**config.mk**
```make
export PLATFORM = sky130hd
export DESIGN_NAME = pair_unswapper
export DESIGN_NICKNAME = d
export VERILOG_FILES = /design/src/rtl/pair_unswapper.sv
export SDC_FILE = /design/constraint.sdc
export NUM_CORES = 1
export LEC_CHECK = 0
export BUFFER_PORTS_ARGS = -buffer_cell sky130_fd_sc_hd__buf_2
export CAP_MARGIN = 20
export CORE_ASPECT_RATIO = 0.8
export CORE_MARGIN = 2
export CORE_UTILIZATION = 38
export DETAILED_ROUTE_END_ITERATION = 8
export GPL_ROUTABILITY_DRIVEN = 0
export GPL_TIMING_DRIVEN = 1
export SLEW_MARGIN = 20
export SYNTH_ARGS = -nofsm -noshare
export SYNTH_HDL_FRONTEND = slang
export SYNTH_SLANG_ARGS = --single-unit
export TNS_END_PERCENT = 5
```
**constraint.sdc**
```tcl
create_clock -name clk -period 2.2 [get_ports clk]
set_input_delay 0.22 -clock clk [delete_from_list [all_inputs] [get_ports clk]]
set_output_delay 0.22 -clock clk [all_outputs]
set_load 0.02 [all_outputs]
```
**src/rtl/pair_unswapper.sv**
```systemverilog
// pair_unswapper: receive side of the pairwise-swap scrambler.
// Restores the original word by exchanging back every pair k = {2k+1,2k}
// flagged in swap_i, then buffers it in a 2-entry valid/ready skid buffer.
// The head entry is the registered output x_o; the second entry backs it up.
// Optional feature macro: PARITY_CHECK_EN (adds par_i / par_err_o and
// per-entry parity storage with a sticky error flag).
//
// state | meaning
// EMPTY | no word buffered; valid_o=0, ready_o=1
// ONE   | head entry valid;   valid_o=1, ready_o=1
// FULL  | both entries valid; valid_o=1, ready_o=0
module pair_unswapper #(
  parameter int N     = 10,
  parameter int CNT_W = 16
) (
  input  logic             clk,
  input  logic             reset_n,
  input  logic [N-1:0]     x_i,
  input  logic [N/2-1:0]   swap_i,
  input  logic             valid_i,
  output logic             ready_o,
  output logic [N-1:0]     x_o,
  output logic             valid_o,
  input  logic             ready_i,
  output logic [CNT_W-1:0] word_cnt_o
`ifdef PARITY_CHECK_EN
  ,
  input  logic             par_i,
  output logic             par_err_o
`endif
);

  localparam int SW = N / 2;
  localparam logic [CNT_W-1:0] CNT_ONE = {{(CNT_W-1){1'b0}}, 1'b1};

  typedef enum logic [1:0] {EMPTY, ONE, FULL} state_t;

  state_t       state;
  logic [N-1:0] x_un;
  logic [N-1:0] x_sec;
  logic         push;
  logic         pop;
  logic         load_head_new;
  logic         load_head_sec;
  logic         load_sec;

  assign push = valid_i & ready_o;
  assign pop  = valid_o & ready_i;

  // Head takes the incoming word when the buffer is empty or is being replaced
  // in the same cycle; the second entry only fills while the head is held.
  assign load_head_new = push & ((state == EMPTY) | ((state == ONE) & pop));
  assign load_head_sec = (state == FULL) & pop;
  assign load_sec      = (state == ONE) & push & ~pop;

  // Undo the swap: a pure bit permutation, the unpaired top bit of odd N passes through.
  always_comb begin
    x_un = x_i;
    for (int k = 0; k < SW; k++) begin
      if (swap_i[k]) begin
        x_un[2*k]   = x_i[2*k+1];
        x_un[2*k+1] = x_i[2*k];
      end
    end
  end

  // Occupancy FSM with registered handshake outputs.
  always_ff @(posedge clk or negedge reset_n) begin
    if (!reset_n) begin
      state   <= EMPTY;
      valid_o <= 1'b0;
      ready_o <= 1'b1;
    end else begin
      case (state)
        EMPTY: begin
          if (push) begin
            state   <= ONE;
            valid_o <= 1'b1;
            ready_o <= 1'b1;
          end
        end
        ONE: begin
          if (push && !pop) begin
            state   <= FULL;
            ready_o <= 1'b0;
          end else if (pop && !push) begin
            state   <= EMPTY;
            valid_o <= 1'b0;
          end
        end
        FULL: begin
          if (pop) begin
            state   <= ONE;
            ready_o <= 1'b1;
          end
        end
        default: begin
          state   <= EMPTY;
          valid_o <= 1'b0;
          ready_o <= 1'b1;
        end
      endcase
    end
  end

  // Data entries; x_o only changes on a load so it holds under backpressure.
  always_ff @(posedge clk or negedge reset_n) begin
    if (!reset_n) begin
      x_o   <= '0;
      x_sec <= '0;
    end else begin
      if (load_head_new) begin
        x_o <= x_un;
      end else if (load_head_sec) begin
        x_o <= x_sec;
      end
      if (load_sec) begin
        x_sec <= x_un;
      end
    end
  end

  // Delivered-word counter, wraps naturally.
  always_ff @(posedge clk or negedge reset_n) begin
    if (!reset_n) begin
      word_cnt_o <= '0;
    end else if (pop) begin
      word_cnt_o <= word_cnt_o + CNT_ONE;
    end
  end

`ifdef PARITY_CHECK_EN
  logic par_head;
  logic par_sec;

  // Parity travels with its word; a mismatch on delivery latches the error.
  always_ff @(posedge clk or negedge reset_n) begin
    if (!reset_n) begin
      par_head  <= 1'b0;
      par_sec   <= 1'b0;
      par_err_o <= 1'b0;
    end else begin
      if (load_head_new) begin
        par_head <= par_i;
      end else if (load_head_sec) begin
        par_head <= par_sec;
      end
      if (load_sec) begin
        par_sec <= par_i;
      end
      if (pop && ((^x_o) != par_head)) begin
        par_err_o <= 1'b1;
      end
    end
  end
`endif

endmodule

```
# After elaboration in Yosys (flattened, before gate mapping)
# Index checks and enable logic that the tools add are counted.
totals:
  register_bits: 40
  input_bits: 19
op_classes:
  add_sub_neg: 1
  eq_ne: 8
  bitwise: 10
  reduce_logical: 9
  n_mux: 19
ops:
  columns: ["op", "n"]
  rows:
  - ["10-bit 2-to-1 mux", 2]
  - ["2-bit 2-to-1 mux", 9]
  - ["16-bit by 1-bit adder with 16-bit output (second input constant)", 1]
  - ["1-bit AND", 7]
  - ["2-bit != test (second input constant)", 3]
  - ["1-bit case mux with 3 select lines", 2]
  - ["2-bit case mux with 3 select lines", 1]
  - ["3-bit AND reduction", 2]
  - ["1-bit 2-to-1 mux", 5]
  - ["2-bit by 1-bit != test with 1-bit output (second input constant)", 2]
  - ["4-bit AND reduction", 1]
  - ["3-bit by 1-bit != test with 1-bit output (second input constant)", 1]
  - ["2-bit by 1-bit == test with 1-bit output (second input constant)", 1]
  - ["2-bit == test (second input constant)", 1]
  - ["1-bit logical AND", 2]
  - ["1-bit zero test", 2]
  - ["2-bit zero test", 1]
  - ["1-bit inverter", 2]
  - ["2-bit nonzero test", 1]
  - ["1-bit OR", 1]

# Depth between registers and ports, before layout
logic_depth:
  depth_word: 6
  depth_mapped: 6
  mapped_depth_nobuf: 5

# Worst setup path before layout
# OpenSTA, ideal clock, no wires.
synth_timing:
  path_type: "flip-flop to flip-flop"
  startpoint: "reg ready_o"
  endpoint: "reg x_o[0]"
  path_stages_with_launch: 6
  path_slack_ns: 0.633
  setup_ns: 0.126
  arrival_ns: 1.442
  n_path_buf: 1
  period_less_slack_ns: 1.567
  required_ns: 2.074
  cell_sequence: "dfstp_2 and3b_2 o21ai_1 nor2b_2 buf_6 a221o_1"
synth_via:
  elab_chain_len: 3
  elab_cells_between_ends: 4
synth_rtl:
  columns: ["element", "line", "rtl"]
  rows:
  - ["start: declaration", "21", "output logic ready_o,"]
  - ["start signal: assignment", "72", "ready_o <= 1'b1;"]
  - ["start signal: assignment", "79", "ready_o <= 1'b1;"]
  - ["start signal: assignment", "85", "ready_o <= 1'b0;"]
  - ["1-bit AND (*)", "47", "assign push = valid_i & ready_o;"]
  - ["1-bit AND (*)", "52", "assign load_head_new = push & ((state == EMPTY) | ((state == ONE) & pop));"]
  - ["10-bit 2-to-1 mux or 2-bit nonzero test (tied branches)", null, null]
  - ["end signal: assignment", "113", "x_o <= x_un;"]
  - ["end signal: assignment", "115", "x_o <= x_sec;"]
  - ["end: declaration", "22", "output logic [N-1:0] x_o,"]
# Every way passes the cells marked *; elsewhere a longest branch is shown, timed or not.
# A chain may end at the register's enable or synchronous reset.

# Worst setup path in the final report
layout_timing:
  startpoint: "reg ready_o"
  endpoint: "reg x_sec[3]"
layout_via:
  elab_chain_len: 3
layout_rtl:
  columns: ["element", "line", "rtl"]
  rows:
  - ["1-bit AND", "47", null]
  - ["1-bit AND (2 in a row)", "54", "assign load_sec = (state == ONE) & push & ~pop;"]
  - ["end signal: assignment", "118", "x_sec <= x_un;"]
  - ["end: declaration", "40", "logic [N-1:0] x_sec;"]
# Every way passes these cells.

==> metrics.txt <==
status complete, no violations; unique cell type count in the Yosys netlist 31; Worst path slowest cell dfstp_2; max layer used met4; I/O Pins 47; initial detailed-routing violation count 69; hold buffer count at CTS 0; Initial Util 39.2%; maximum vdd ir drop 0.240 mV; Post-Syn Area 1790 sq um; H-tree lvl count 2; final net count 231; max cap viols 0; # fillers roughly 470; Seq/Total Area, Yosys a little under three fifths; first-pass GRT wire length 5680 um; Worst-Margin Slew approximately 0.86 ns; clk root buf clkbuf_8; total track usage between 10% and 20%; Post-synth EDFFs 0; skew final 0.00880 ns; Met2 Wirelength 1410 um; M1 wire length 1730 um; total CTS buffers 5; clock latency at the later pin of the worst-skew pair 0.28 ns; die footprint around 5300 sq um; pre-CTS setup slack 0.497 ns; first-pass detailed-route iteration total 4; syn nets 183; RSZ-0062 raised after global routing false; Post-synth ARST share between 90% and 100%; share of layout cells above drive strength 1 between 20% and 30%; # port buffers 46; antenna violations before repair 0; top cells by area, synth dfrtp_1 55%, xnor2_1 6.9%, mux2i_1 6.2%; final WL 3320 um; total area of sequential cells 1000 sq um; Core Footprint 4570 sq um; fin. max-slew vios 0; worst min-delay path class in2async; commonest non-fill, non-tap cells in the layout 46 x buf_2, 39 x dfrtp_1, 20 x nand2_1, 16 x nor2_1, 14 x xnor2_1; DR WL/cell 12.2 um; FMAX 0.586 GHz; total grt overflow 0; CTS tree done; Slew HR 42.5%; die outline height 65.4 um; vias per std cell roughly 4.9; maximum fanout along the worst path 20; Final setup viols 0; commonest non-fill, non-tap cell in the layout buf_2; Max clock buf depth 2; Main synth FF type dfrtp_1; number of global-route vias before repair roughly 1.2k; TritonCTS Sinks 40; Synth-to-Final Area Change 20.3%; CP endpoint kind flop; antenna-violating nets left 0; setup ws final 0.494 ns; CP Cell Sequence and3b_2 -> nand3_1 -> nand2_1 -> o21ai_0; post-synth top area share 54.5%; min Tclk post-route approximately 1.7 ns; worst setup path category reg2reg; DIE WIDTH 80.7 um; Total Neg Setup Slack 0 ns; DPL Wire Length 2370 um; Post-Syn Instances 163; startpoint class of the critical path flop; register bit total from synthesis 40; Final Hold Viols 0; row cnt 22; vias post-DR about 1.3k; DRC errors left 0; Met3 Wirelength 142 um; Post-CTS Resized 0; Pleak roughly 1.1 nW; Antenna diodes 0; multi-input logic area approximately 730 sq um; Req. time, crit path between 2 and 2.5 ns; pin count of the biggest net entering global routing 41; Syn Area/Cell 11.0 sq um; CP arrival about 1.8 ns; PwrDens just under 600 nW/um^2; Post-CTS Setup Bufs 0; Tcrit/Tclk final 77.6%; synth warn 0; Synth area leader dfrtp_1; CTS clk-pin slew, worst paths around 0.07 ns; CP peak stage delay 0.56 ns
[worst paths after layout]
path	endpoint	depth (start not counted)	slack (ns)	startpoint
setup / recovery	x_sec[3]	4	0.49	ready_o
min in group clk	x_sec[5]	3	0.25	x_i[5]
max in group asynchronous	ready_o	2	1.53	reset_n
hold / removal	word_cnt_o[1]	1	0.04	reset_n
hold reg to reg	word_cnt_o[15]	1	0.48	word_cnt_o[15]
setup reg to reg	x_sec[3]	4	0.49	ready_o
[metrics by stage]
stage | area, sq um | util (%) | std cells | hold WS, ns | total power, mW
after floorplan | 1790 | - | 163 | -0.0756 | 0.764
after global placement | 2060 | 45.1 | 264 | 0.393 | 0.804
after detailed placement | 2060 | 45.1 | 264 | 0.393 | 0.804
after CTS | 2150 | 47.1 | 272 | 0.0826 | 1.30
after global routing | 2150 | 47.1 | 272 | 0.124 | 1.35
final | 2150 | 47.1 | 272 | 0.0417 | 1.28
[area by class of cell]
class                      instances  share of cell area (%)
sequential                        40                    46.5
multi-input combinational        114                    33.9
timing repair buffer              48                    11.4
clock buffer                       6                    3.83
tap                               60                    3.49
clock inverter                     2                   0.465
inverter                           2                   0.349
[metal layers]
metal	vias to the layer above	global-route usage, %
met5	-	0
met4	0	4.45
met3	4	4.12
met2	24	21.6
met1	626	19.5
li1	666	-
[logic make-up after synthesis]
kind of cell	count (synthesis)	synth area share (%)
simple gates	61	16.4
flops	40	56.0
compound gates	26	10.3
xor+xnor	15	7.34
mux	11	6.15
buf+inv	9	3.15
fa+ha+maj	1	0.699
[cell usage after synthesis (2+ instances only)]
cell type / number
o21ai_0: 11
a221o_1: 10
buf_6: 2
nor2_1: 16
buf_2: 2
nor3_1: 2
xnor2_1: 14
nand2_1: 20
mux2i_1: 11
a21oi_1: 2
nand4_1: 4
inv_1: 2
nand3_1: 11
dfrtp_1: 39
[report_power, final]
part | switching, mW | internal (mW)
Clock | 0.243 | 0.250
Sequential | 0 | 0.735
Combinational | 0.0311 | 0.0214
Total | 0.274 | 1.01
[flip-flops by register name, indices dropped and copies added, names as in the netlist]
register,flops
word_cnt_o,16
x_o,10
x_sec,10
state,2
ready_o,1
valid_o,1
[critical path, delay by kind of cell (launching register included)]
kind	cells	cell delay [ns]
AO/OA/AOI/OAI	1	0.11
flip-flops	1	0.56
AND/OR/NAND/NOR	3	0.89
No activity file was read; power rests on OpenSTA's default activity.
